--- src/rtl/stopwatch_time.sv ---
// Count-up HH:MM:SS stopwatch core: prescaled one-second tick, run/stop, lap freeze and
// clear-while-stopped; all outputs registered for the HMS display block.
module stopwatch_time #(
   parameter int unsigned TICK_DIV  = 50000000,
   parameter int unsigned MAX_HOURS = 23,
   parameter int unsigned WRAP      = 0
) (
   input  logic       clk,
   input  logic       reset,
   input  logic       start_stop,
   input  logic       lap,
   output logic [4:0] hours,
   output logic [5:0] mins,
   output logic [5:0] secs,
   output logic       running,
   output logic       lap_active,
   output logic       maxed
);

   localparam int unsigned PW = $clog2(TICK_DIV);
   localparam logic [PW-1:0] PresLast = PW'(TICK_DIV - 1);
   localparam logic [4:0] HrsMax = 5'(MAX_HOURS);
   localparam logic [5:0] Sixty1 = 6'd59;
   localparam logic WrapEn = (WRAP != 0);

   typedef enum logic [1:0] {StIdle, StRun, StLap, StStop} state_e;

   state_e        state_q, state_d;
   logic [PW-1:0] pres_q, pres_d;
   logic [4:0]    live_h_q, live_h_d, snap_h_q, snap_h_d, hours_q, hours_d;
   logic [5:0]    live_m_q, live_m_d, snap_m_q, snap_m_d, mins_q, mins_d;
   logic [5:0]    live_s_q, live_s_d, snap_s_q, snap_s_d, secs_q, secs_d;
   logic          maxed_q, maxed_d;
   logic          running_q, running_d;
   logic          lap_active_q, lap_active_d;

   logic counting, tick, at_limit, stop_at_limit, clear, take_snap;

   always_comb begin
      counting      = (state_q == StRun) || (state_q == StLap);
      tick          = counting && (pres_q == PresLast);
      at_limit      = (live_h_q == HrsMax) && (live_m_q == Sixty1) && (live_s_q == Sixty1);
      stop_at_limit = tick && at_limit && !WrapEn;
      clear         = (state_q == StStop) && !start_stop && lap;
      take_snap     = (state_q == StRun) && !start_stop && !stop_at_limit && lap;
   end

   // State register
   always_ff @(posedge clk) begin
      if (reset) begin
         state_q <= StIdle;
      end else begin
         state_q <= state_d;
      end
   end

   // Next-state logic; start_stop outranks lap, hitting the limit outranks both
   always_comb begin
      state_d = state_q;
      unique case (state_q)
         StIdle: begin
            if (start_stop) state_d = StRun;
         end
         StRun: begin
            if (start_stop || stop_at_limit) state_d = StStop;
            else if (lap)                    state_d = StLap;
         end
         StLap: begin
            if (start_stop || stop_at_limit) state_d = StStop;
            else if (lap)                    state_d = StRun;
         end
         StStop: begin
            if (start_stop) begin
               if (!(maxed_q && !WrapEn)) state_d = StRun;
            end else if (lap) begin
               state_d = StIdle;
            end
         end
         default: state_d = StIdle;
      endcase
   end

   // Prescaler, live time, snapshot and limit flag
   always_comb begin
      pres_d   = pres_q;
      live_h_d = live_h_q;
      live_m_d = live_m_q;
      live_s_d = live_s_q;
      snap_h_d = snap_h_q;
      snap_m_d = snap_m_q;
      snap_s_d = snap_s_q;
      maxed_d  = maxed_q;

      if (counting) begin
         pres_d = (pres_q == PresLast) ? '0 : pres_q + PW'(1);
      end

      if (tick) begin
         if (at_limit) begin
            if (WrapEn) begin
               live_h_d = '0;
               live_m_d = '0;
               live_s_d = '0;
            end
         end else if (live_s_q != Sixty1) begin
            live_s_d = live_s_q + 6'd1;
         end else begin
            live_s_d = '0;
            if (live_m_q != Sixty1) begin
               live_m_d = live_m_q + 6'd1;
            end else begin
               live_m_d = '0;
               live_h_d = live_h_q + 5'd1;
            end
         end
      end

      // Wrap mode flags the rollover for one cycle only; saturate mode holds it
      if (WrapEn) maxed_d = tick && at_limit;
      else        maxed_d = maxed_q || (tick && at_limit);

      // Snapshot takes the value from before this cycle's increment
      if (take_snap) begin
         snap_h_d = live_h_q;
         snap_m_d = live_m_q;
         snap_s_d = live_s_q;
      end

      if (clear) begin
         pres_d   = '0;
         live_h_d = '0;
         live_m_d = '0;
         live_s_d = '0;
         snap_h_d = '0;
         snap_m_d = '0;
         snap_s_d = '0;
         maxed_d  = 1'b0;
      end
   end

   // Output logic, evaluated on the next state so outputs settle one cycle after the cause
   always_comb begin
      running_d    = (state_d == StRun) || (state_d == StLap);
      lap_active_d = (state_d == StLap);
      if (state_d == StLap) begin
         hours_d = snap_h_d;
         mins_d  = snap_m_d;
         secs_d  = snap_s_d;
      end else begin
         hours_d = live_h_d;
         mins_d  = live_m_d;
         secs_d  = live_s_d;
      end
   end

   always_ff @(posedge clk) begin
      if (reset) begin
         pres_q       <= '0;
         live_h_q     <= '0;
         live_m_q     <= '0;
         live_s_q     <= '0;
         snap_h_q     <= '0;
         snap_m_q     <= '0;
         snap_s_q     <= '0;
         maxed_q      <= 1'b0;
         hours_q      <= '0;
         mins_q       <= '0;
         secs_q       <= '0;
         running_q    <= 1'b0;
         lap_active_q <= 1'b0;
      end else begin
         pres_q       <= pres_d;
         live_h_q     <= live_h_d;
         live_m_q     <= live_m_d;
         live_s_q     <= live_s_d;
         snap_h_q     <= snap_h_d;
         snap_m_q     <= snap_m_d;
         snap_s_q     <= snap_s_d;
         maxed_q      <= maxed_d;
         hours_q      <= hours_d;
         mins_q       <= mins_d;
         secs_q       <= secs_d;
         running_q    <= running_d;
         lap_active_q <= lap_active_d;
      end
   end

   assign hours      = hours_q;
   assign mins       = mins_q;
   assign secs       = secs_q;
   assign running    = running_q;
   assign lap_active = lap_active_q;
   assign maxed      = maxed_q;

   a_lap_implies_run: assert property (@(posedge clk) disable iff (reset)
      lap_active |-> running);
   a_secs_range: assert property (@(posedge clk) disable iff (reset) secs < 6'd60);
   a_mins_range: assert property (@(posedge clk) disable iff (reset) mins < 6'd60);

endmodule

--- config.mk ---
export PLATFORM = sky130hd
export DESIGN_NAME = stopwatch_time
export DESIGN_NICKNAME = d
export VERILOG_FILES = /design/src/rtl/stopwatch_time.sv
export SDC_FILE = /design/constraint.sdc
export NUM_CORES = 1
export LEC_CHECK = 0
export CAP_MARGIN = 20
export CELL_PAD_IN_SITES_DETAIL_PLACEMENT = 0
export CELL_PAD_IN_SITES_GLOBAL_PLACEMENT = 1
export CORE_AREA = 2 2 93 95
export DETAILED_ROUTE_END_ITERATION = 10
export DIE_AREA = 0 0 95 97
export GPL_ROUTABILITY_DRIVEN = 0
export GPL_TIMING_DRIVEN = 0
export PLACE_DENSITY = 0.8
export SETUP_SLACK_MARGIN = 0.05
export SYNTH_ARGS = -nofsm -noshare
export SYNTH_HDL_FRONTEND = slang
export SYNTH_SLANG_ARGS = --single-unit
--- constraint.sdc ---
create_clock -name clk -period 9.3 [get_ports clk]
set_input_delay 1.86 -clock clk [delete_from_list [all_inputs] [get_ports clk]]
set_output_delay 1.86 -clock clk [all_outputs]
set_load 0.02 [all_outputs]
After elaboration in Yosys (flattened, before gate mapping):

Cells that the tools add are included.

* register bits after elaboration: 82

* $add $sub $neg: 4
* equality and inequality tests: 11
* muxes and demuxes: 33
* reduce and logical (&&, ||, !) cells: 17

Operators by type and width (number)
* two-way mux 6 bit: 15
* two-way mux 5 bit: 8
* adder 26 x 1 -> 26 bit, second input constant: 1
* equality test 26 bit, second input constant: 1
* two-way mux 26 bit: 1
* two-way mux 2 bit: 8
* adder 6 x 1 -> 6 bit, second input constant: 2
* equality test 6 bit, second input constant: 2
* != test 6 bit, second input constant: 2
* logical AND 1 bit: 9
* case mux 2 bit (4 select lines): 1
* equality test 2 bit, second input constant: 3
* adder 5 x 1 -> 5 bit, second input constant: 1
* equality test 5 bit, second input constant: 1
* equality test 2 x 1 -> 1 bit, second input constant: 2
* logical OR 1 bit: 4
* zero test 1 bit: 2
* zero test 2 bit: 1
* OR reduction 2 bit: 1

Logic depth before layout (Yosys ltp):

Gate-level depths: netlist (run 1).

* depth after elaboration: 10
* gate-level depth with buffers: 16

Worst setup path after synthesis (run 1):

OpenSTA, ideal clock, no wires.

* kind: input -> register
* start point: input port start_stop
* end point: register mins_q[1], in the netlist mins[1]
* data arrival time: 3.806 ns
* required time: 9.228 ns
* slack: 5.422 ns
* cell stages on the path: 8
* cells stage by stage: clkbuf_1 -> or4_1 -> nand3_1 -> and2_1 -> ha_1 -> clkinv_1 -> nor2_1 -> a2bb2oi_1

* word-level cells in the longest chain between the ends: 7
* elaborated cells between the ends (all ways): 17
* those cells by class: 1 x eq/ne; 9 x mux; 7 x reduce/logical

RTL lines
* from (decl): line 10 `input logic start_stop,`
* branches (longest 6 deep; another with case mux 2 bit (4 select lines))
* two-way mux 6 bit (*): line 145 `if (state_d == StLap) begin`
* to (signal assigned): line 181 `mins_q <= mins_d;`
* to (decl): line 31 `logic [5:0] live_m_q, live_m_d, snap_m_q, snap_m_d, mins_q, mins_d;`

Mark *: on every way between the ends.
A chain may end at the register's enable or synchronous reset.

Worst setup path in the final report (run 1):

* start point: input port start_stop
* end point: register mins_q[5], in the netlist mins[5]

* elaborated cells between the ends (all ways): 17
* those cells by class: 1 x eq/ne; 9 x mux; 7 x reduce/logical

RTL lines
* logical OR 1 bit: line 65, 69
* two-way mux 2 bit, on equally long branches: line 69, 65
* case mux 2 bit (4 select lines) (*): line 60 `unique case (state_q)`
* net state_d[1]: line 28 `state_e state_q, state_d;`
* equality test 2 bit (*): line 145
* two-way mux 6 bit (*): line 145

The timed path passes the listed nets; every way through them passes the cells marked *.

==> results of run 1 <==
-- worst max-delay path, stage by stage --
cell and delay [ps]:
clkdlybuf4s50_1 470, clkbuf_1 300, nand4b_1 150, o21ai_0 110, a21oi_1 90, o21ai_0 300, ha_1 390, clkinv_1 350
nor2_1 830, a2bb2oi_1 280
-- placed cells by master (no fill, tap or decap), drive strengths merged, types with 8 or more instances in the layout --
cell / count
a21oi: 29
a2bb2oi: 8
and3: 8
buf: 8
clkbuf: 19
clkdlybuf4s50: 23
dfxtp: 82
ha: 10
inv: 9
nand2: 53
nand3: 15
nand4: 18
nor2: 46
nor3: 12
o21ai: 14
xnor2: 9
xor2: 18
-- power breakdown --
group	internal (W)	total (W)	switching (W)
Clock	0.000158	0.000288	0.000130
Sequential	0.000360	0.000366	0.00000611
Combinational	0.0000319	0.0000839	0.0000520
-- metrics by stage --
stage | cell area, um2 | worst slack [ps] | hold WS, ps
final | 4513 | 4437 | 462.4
after global placement | 4294 | 4120 | 433.9
after global routing | 4513 | 4280 | 484.6
after CTS | 4513 | 4512 | 462.9
after floorplan | 3933 | 5422 | 427.1
after detailed placement | 4294 | 4140 | 445.5
-- layout make-up --
type	count	area (um2)
repair buffers	23	230.2
well taps	105	131.4
clock inverters	5	77.57
fillers	779	3621
plain buffers	16	75.07
inverters	10	37.54
multi-input cells	337	2178
clock buffers	11	141.4
flip-flops and latches	82	1642
-- worst max-delay path by stage --
stage               endpoint  depth (start not counted)  slack (ps)
floorplan            mins[1]                          8        5420
global placement     secs[2]                         10        4120
detailed placement   mins[5]                          9        4140
CTS                  mins[5]                         10        4510
global route         mins[5]                         10        4280
finish               mins[5]                         10        4440
-- state kept, by name, summed over array words and instances, names as in the netlist --
name,flops
live_h_q,5
lap_active,1
state_q,2
live_s_q,6
snap_s_q,6
secs,6
hours,5
snap_h_q,5
pres_q,26
running,1
mins,6
snap_m_q,6
maxed,1
live_m_q,6
-- routing by layer --
metal	part of all wire, %	routed length [um]	vias to the layer above
li1	-	-	1681
met1	47	4566	1580
met2	48	4625	64
met3	3.2	314	13
met4	2.1	199	0
met5	0	0	-
-- kinds of logic after synthesis --
| kind of cell | share of synthesized area [%] |
|---|---|
| AND/OR/NAND/NOR | 29.78 |
| AO/OA/AOI/OAI | 15.15 |
| flip-flops | 41.74 |
| XOR/XNOR | 6.013 |
| buffers and inverters | 2.863 |
| adder cells (fa/ha/maj) | 3.182 |
| multiplexers | 1.273 |
==> impl_results.md, run 1 <==
* Status: completed
* Worst-Skew Late Latency at 360 ps
* Top cells by count, synth: dfxtp_1 (82), nand2_1 (53), nor2_1 (45)
* Syn_area_per_cell at 8.837 um2
* Final Core Density at 55.48%
* Synth top area cells: dfxtp_1 (42%), nand2_1 (5.1%), nor2_1 (4.3%)
* Reg-to-reg endpoint: mins[5]
* Grt ovf at 0
* CTS tree: done
* Tmin final at 4863 ps
* F_max at 205.6 MHz
* CP endpoint kind: register
* Cells after Synth at 445
* CP max FO at 10
* Post-CTS sizing at 0
* Post-CTS Setup Inserts at 0
* Starting Density at 48.35%
* Leakage at 1.568 nW
* Inst Count DP at 573
* Post-synth EDFFs at 0
* Fin cells at 589
* DRC at 0
* Most frequent cell after synthesis: dfxtp_1
* Tot GR Track Use at 21.78%
* Worst-case clock skew at 13.46 ps
* Post-Syn Area at 3933 um2
* Syn Nets at 459
* Post-synth cell types at 67
* DRT antenna net count at 0
* Final period utilization at 52.29%
* Met1 Use GR at 28.97%
* Layout net count at 493
* R2R setup slack at 4890 ps
* Pins Over Slew Limit at 0
* Worst-margin pin slew at 951.3 ps
* I/O pins at 24
* Met2 usage at 34.81%
* Clk sinks at 82
* Drt wl/cell at 16.48 um
* CTS H-tree lvls at 3
* Die area at 9215 um2
* Vias in the first global route at 3132
* PD cells at 163.4 nW/um2
* CTS hold repair buffers at 0
* Top-area cell type share of the netlist area at 41.74%
* Synth Register Bits at 82
* Initial antenna violation count at 0
* Hold endpoint: snap_h_q[0]
* TritonCTS buffer count at 9
* DR vias at 3338
* Main flop type after synthesis: dfxtp_1
* Area leader, netlist: dfxtp_1
* Die height at 97 um
* Hold Crit Class: reg -> reg
* Total power draw at 0.0007375 W
* Critical Path RT at 9570 ps
* Final WL at 9706 um
* CP Class: in -> reg
* Min-delay src: snap_h_q[0]
* Pre-Repair DR Iteration Count at 4
* Worst slew margin at 36.35%
* Critical Path Start Type: input pin
* Max VDD drop at 0.00009269 V
* Die X at 95 um
* Setup_tns at 0 ps
* Global routing's busiest layer: met2
* Endpoints failing hold at 0
* Synth Warn # at 0
* RSZ-0062 raised after global routing: false
* FF-to-FF path depth at 11
* Row count at 33
* Sequential area share after synthesis at 41.74%
* Critical path origin: start_stop
* First-pass GRT wire length at 15700 um
* Inserted Diodes at 0
* Core outline area at 8134 um2
* DP Wirelength at 6786 um
* CP Data Arrival Time at 5140 ps
* Hold path cells at 2
* Clock slew at reported path FFs at 90 ps
* Met3 GRT Util at 4.128%
* Async S/R FF share, synth at 0%
* Final setup vio count at 0
* Layout cell share with drive strength beyond 1 at 8.884%
* Vias per cell at 5.667
* Clock root buffer: clkbuf_8
* Clock Path Buffers at 2
* Port Buffers at 23
* RR Startpoint: live_h_q[1]
* Pin count of the biggest net entering global routing at 14
* Area Overhead vs Synth at 14.76%
* Max_cap viols at 0
* 1st-iter DRT viols at 138
No activity file was read; power rests on OpenSTA's default activity.
==> run 2: changes to the inputs <==
Settings changed: CORE_AREA 2 2 93 95 to 2 2 101 103, DIE_AREA 0 0 95 97 to 0 0 103 105, PLACE_DENSITY 0.8 to 0.72.
Clock period 9.3 ns to 4.2 ns, I/O delays scaled along.
==> run 2 against run 1 <==
Effect of this change: worst setup slack got worse by 4000 ps; clock power rose by 71%; first-iteration DRC count down 27%; critical path depth is 6 higher; routed wire length is essentially flat; die area grew 17%; core utilization shrank 8.6 points; global-route usage fell by 2.3 points; sequential power rose by 120%.
==> impl_results.md, run 2 (synthesized netlist as in run 1, its figures left out) <==
* Status: completed
* Clk sinks at 82
* 1st-iter DRT viols at 101
* Reg-to-reg endpoint: mins[3]
* Worst path depth at 16
* Worst-Skew Late Latency at 360 ps
* CP Capture Point: mins[3]
* Min-delay src: snap_m_q[1]
* Vias in the first global route at 3179
* Final Core Density at 46.85%
* CP peak stage delay at 430 ps
* Crit-path slowest cell: dfxtp_1
* Tot GR Track Use at 19.47%
* Critical Path RT at 4430 ps
* Drt wl/cell at 15.77 um
* Critical Path Start Type: register
* F_max at 266.5 MHz
* RSZ-0062 raised after global routing: false
* Clock Path Buffers at 2
* PD cells at 329.9 nW/um2
* Row count at 36
* Die area at 10820 um2
* TritonCTS buffer count at 9
* Inst Count DP at 601
* Hold_ws at 458.3 ps
* CP Class: reg -> reg
* Core outline area at 9639 um2
* Leakage at 1.541 nW
* WP buf/inv at 4
* Fin cells at 616
* Grt ovf at 0
* CP Cell Sequence: inv_1, ha_1, and4_1, buf_2, and4_1, and3_1, buf_2, or4_1, nand3_1, and2_1, ha_2, clkinvlp_4, nand2_1, nor3_1, o21ai_0, o311ai_1
* Starting Density at 40.80%
* Critical path origin: state_q[0]
* CP Data Arrival Time at 3980 ps
* Initial antenna violation count at 0
* Layout net count at 494
* Pin count of the biggest net entering global routing at 13
* Max_cap viols at 0
* Kind of cell adding the most delay to the critical path: simple AND/OR/NAND/NOR gates
* CTS H-tree lvls at 3
* Pre-Repair DR Iteration Count at 4
* CTS tree: done
* DR vias at 3353
* DP Wirelength at 7020 um
* Most flop-heavy register: pres_q
* CTS hold repair buffers at 0
* CP endpoint kind: register
* DRT antenna net count at 0
* R2R setup slack at 450 ps
* Worst slew margin at 39.71%
* Inserted Diodes at 0
* Area Overhead vs Synth at 14.83%
* CP max FO at 9
* Final WL at 9712 um
* Endpoints failing hold at 0
* First-pass GRT wire length at 16270 um
* Layout cell share with drive strength beyond 1 at 9.524%
* Tmin final at 3752 ps
* Worst-margin pin slew at 897.4 ps
* Final setup vio count at 0
* Max VDD drop at 0.0001717 V
* Clock root buffer: clkbuf_8
* FF-to-FF path depth at 16
* Clock slew at reported path FFs at 80 ps
* Worst-case clock skew at 11.72 ps
* I/O pins at 24
* Final period utilization at 89.33%
* Total power draw at 0.001490 W
* Max FFs per register at 26
* Setup_tns at 0 ps
* DRC at 0
* Hold Crit Class: reg -> reg
* Commonest non-fill, non-tap cell in the layout: dfxtp_1
* Port Buffers at 23
* Pins Over Slew Limit at 0
* Vias per cell at 5.443
* RR Startpoint: state_q[0]
* Die X at 103 um
* Die height at 105 um
* Commonest cells after routing, fill and taps aside: dfxtp_1 (82), nand2_1 (53), nor2_1 (44), a21oi_1 (27), clkdlybuf4s50_1 (23)
==> run 2: worst min-delay path by stage <==
stage                   to  slack [ps]  cells after the start
2_1_floorplan  snap_h_q[1]         430                      2
3_3_place_gp   snap_m_q[3]         440                      2
3_5_place_dp   snap_m_q[1]         450                      2
4_1_cts        snap_m_q[1]         460                      2
5_1_grt        snap_m_q[1]         480                      2
6_report       snap_m_q[1]         460                      2
==> run 2: area by class of cell <==
type / instances / area (um2)
fillers: 977 / 5124
inverters: 10 / 41.29
flip-flops and latches: 82 / 1642
repair buffers: 24 / 237.7
multi-input cells: 337 / 2195
clock inverters: 3 / 17.52
plain buffers: 16 / 75.07
clock buffers: 11 / 141.4
well taps: 133 / 166.4
==> run 2: per-layer routing <==
metal / part of all wire, % / global-route usage (%) / vias up / wire, um
met4: 2.0 / 7.801 / 0 / 193
met5: 0 / 0 / - / 0
met2: 47 / 29.82 / 67 / 4613
met1: 47 / 26.64 / 1589 / 4559
li1: - / - / 1681 / -
met3: 3.6 / 3.813 / 16 / 345
==> run 2: per-stage QoR <==
stage               setup slack (ps)  area [um2]
floorplan                      853.5        3933
global placement              -211.1        4329
detailed placement            -167.4        4329
CTS                            78.62        4491
global route                   156.5        4516
finish                         448.3        4516
==> run 2: worst min-delay path, stage by stage, from the launching register on <==
cell and delay, ps:
dfxtp_1 310, nand2_1 50, a21oi_1 50
==> run 2: power breakdown <==
group | internal (W) | switching [W] | total [W]
Clock | 0.000222 | 0.000270 | 0.000493
Sequential | 0.000797 | 0.0000146 | 0.000811
Combinational | 0.0000725 | 0.000113 | 0.000186
Total | 0.00109 | 0.000398 | 0.00149
==> run 2: what timing repair did <==
item	in CTS	in global routing
endpoints found under the setup margin	10	13
cloned	0	0
buffers inserted	0	1
endpoints found under the hold margin	0	0
gates resized for setup	1	4
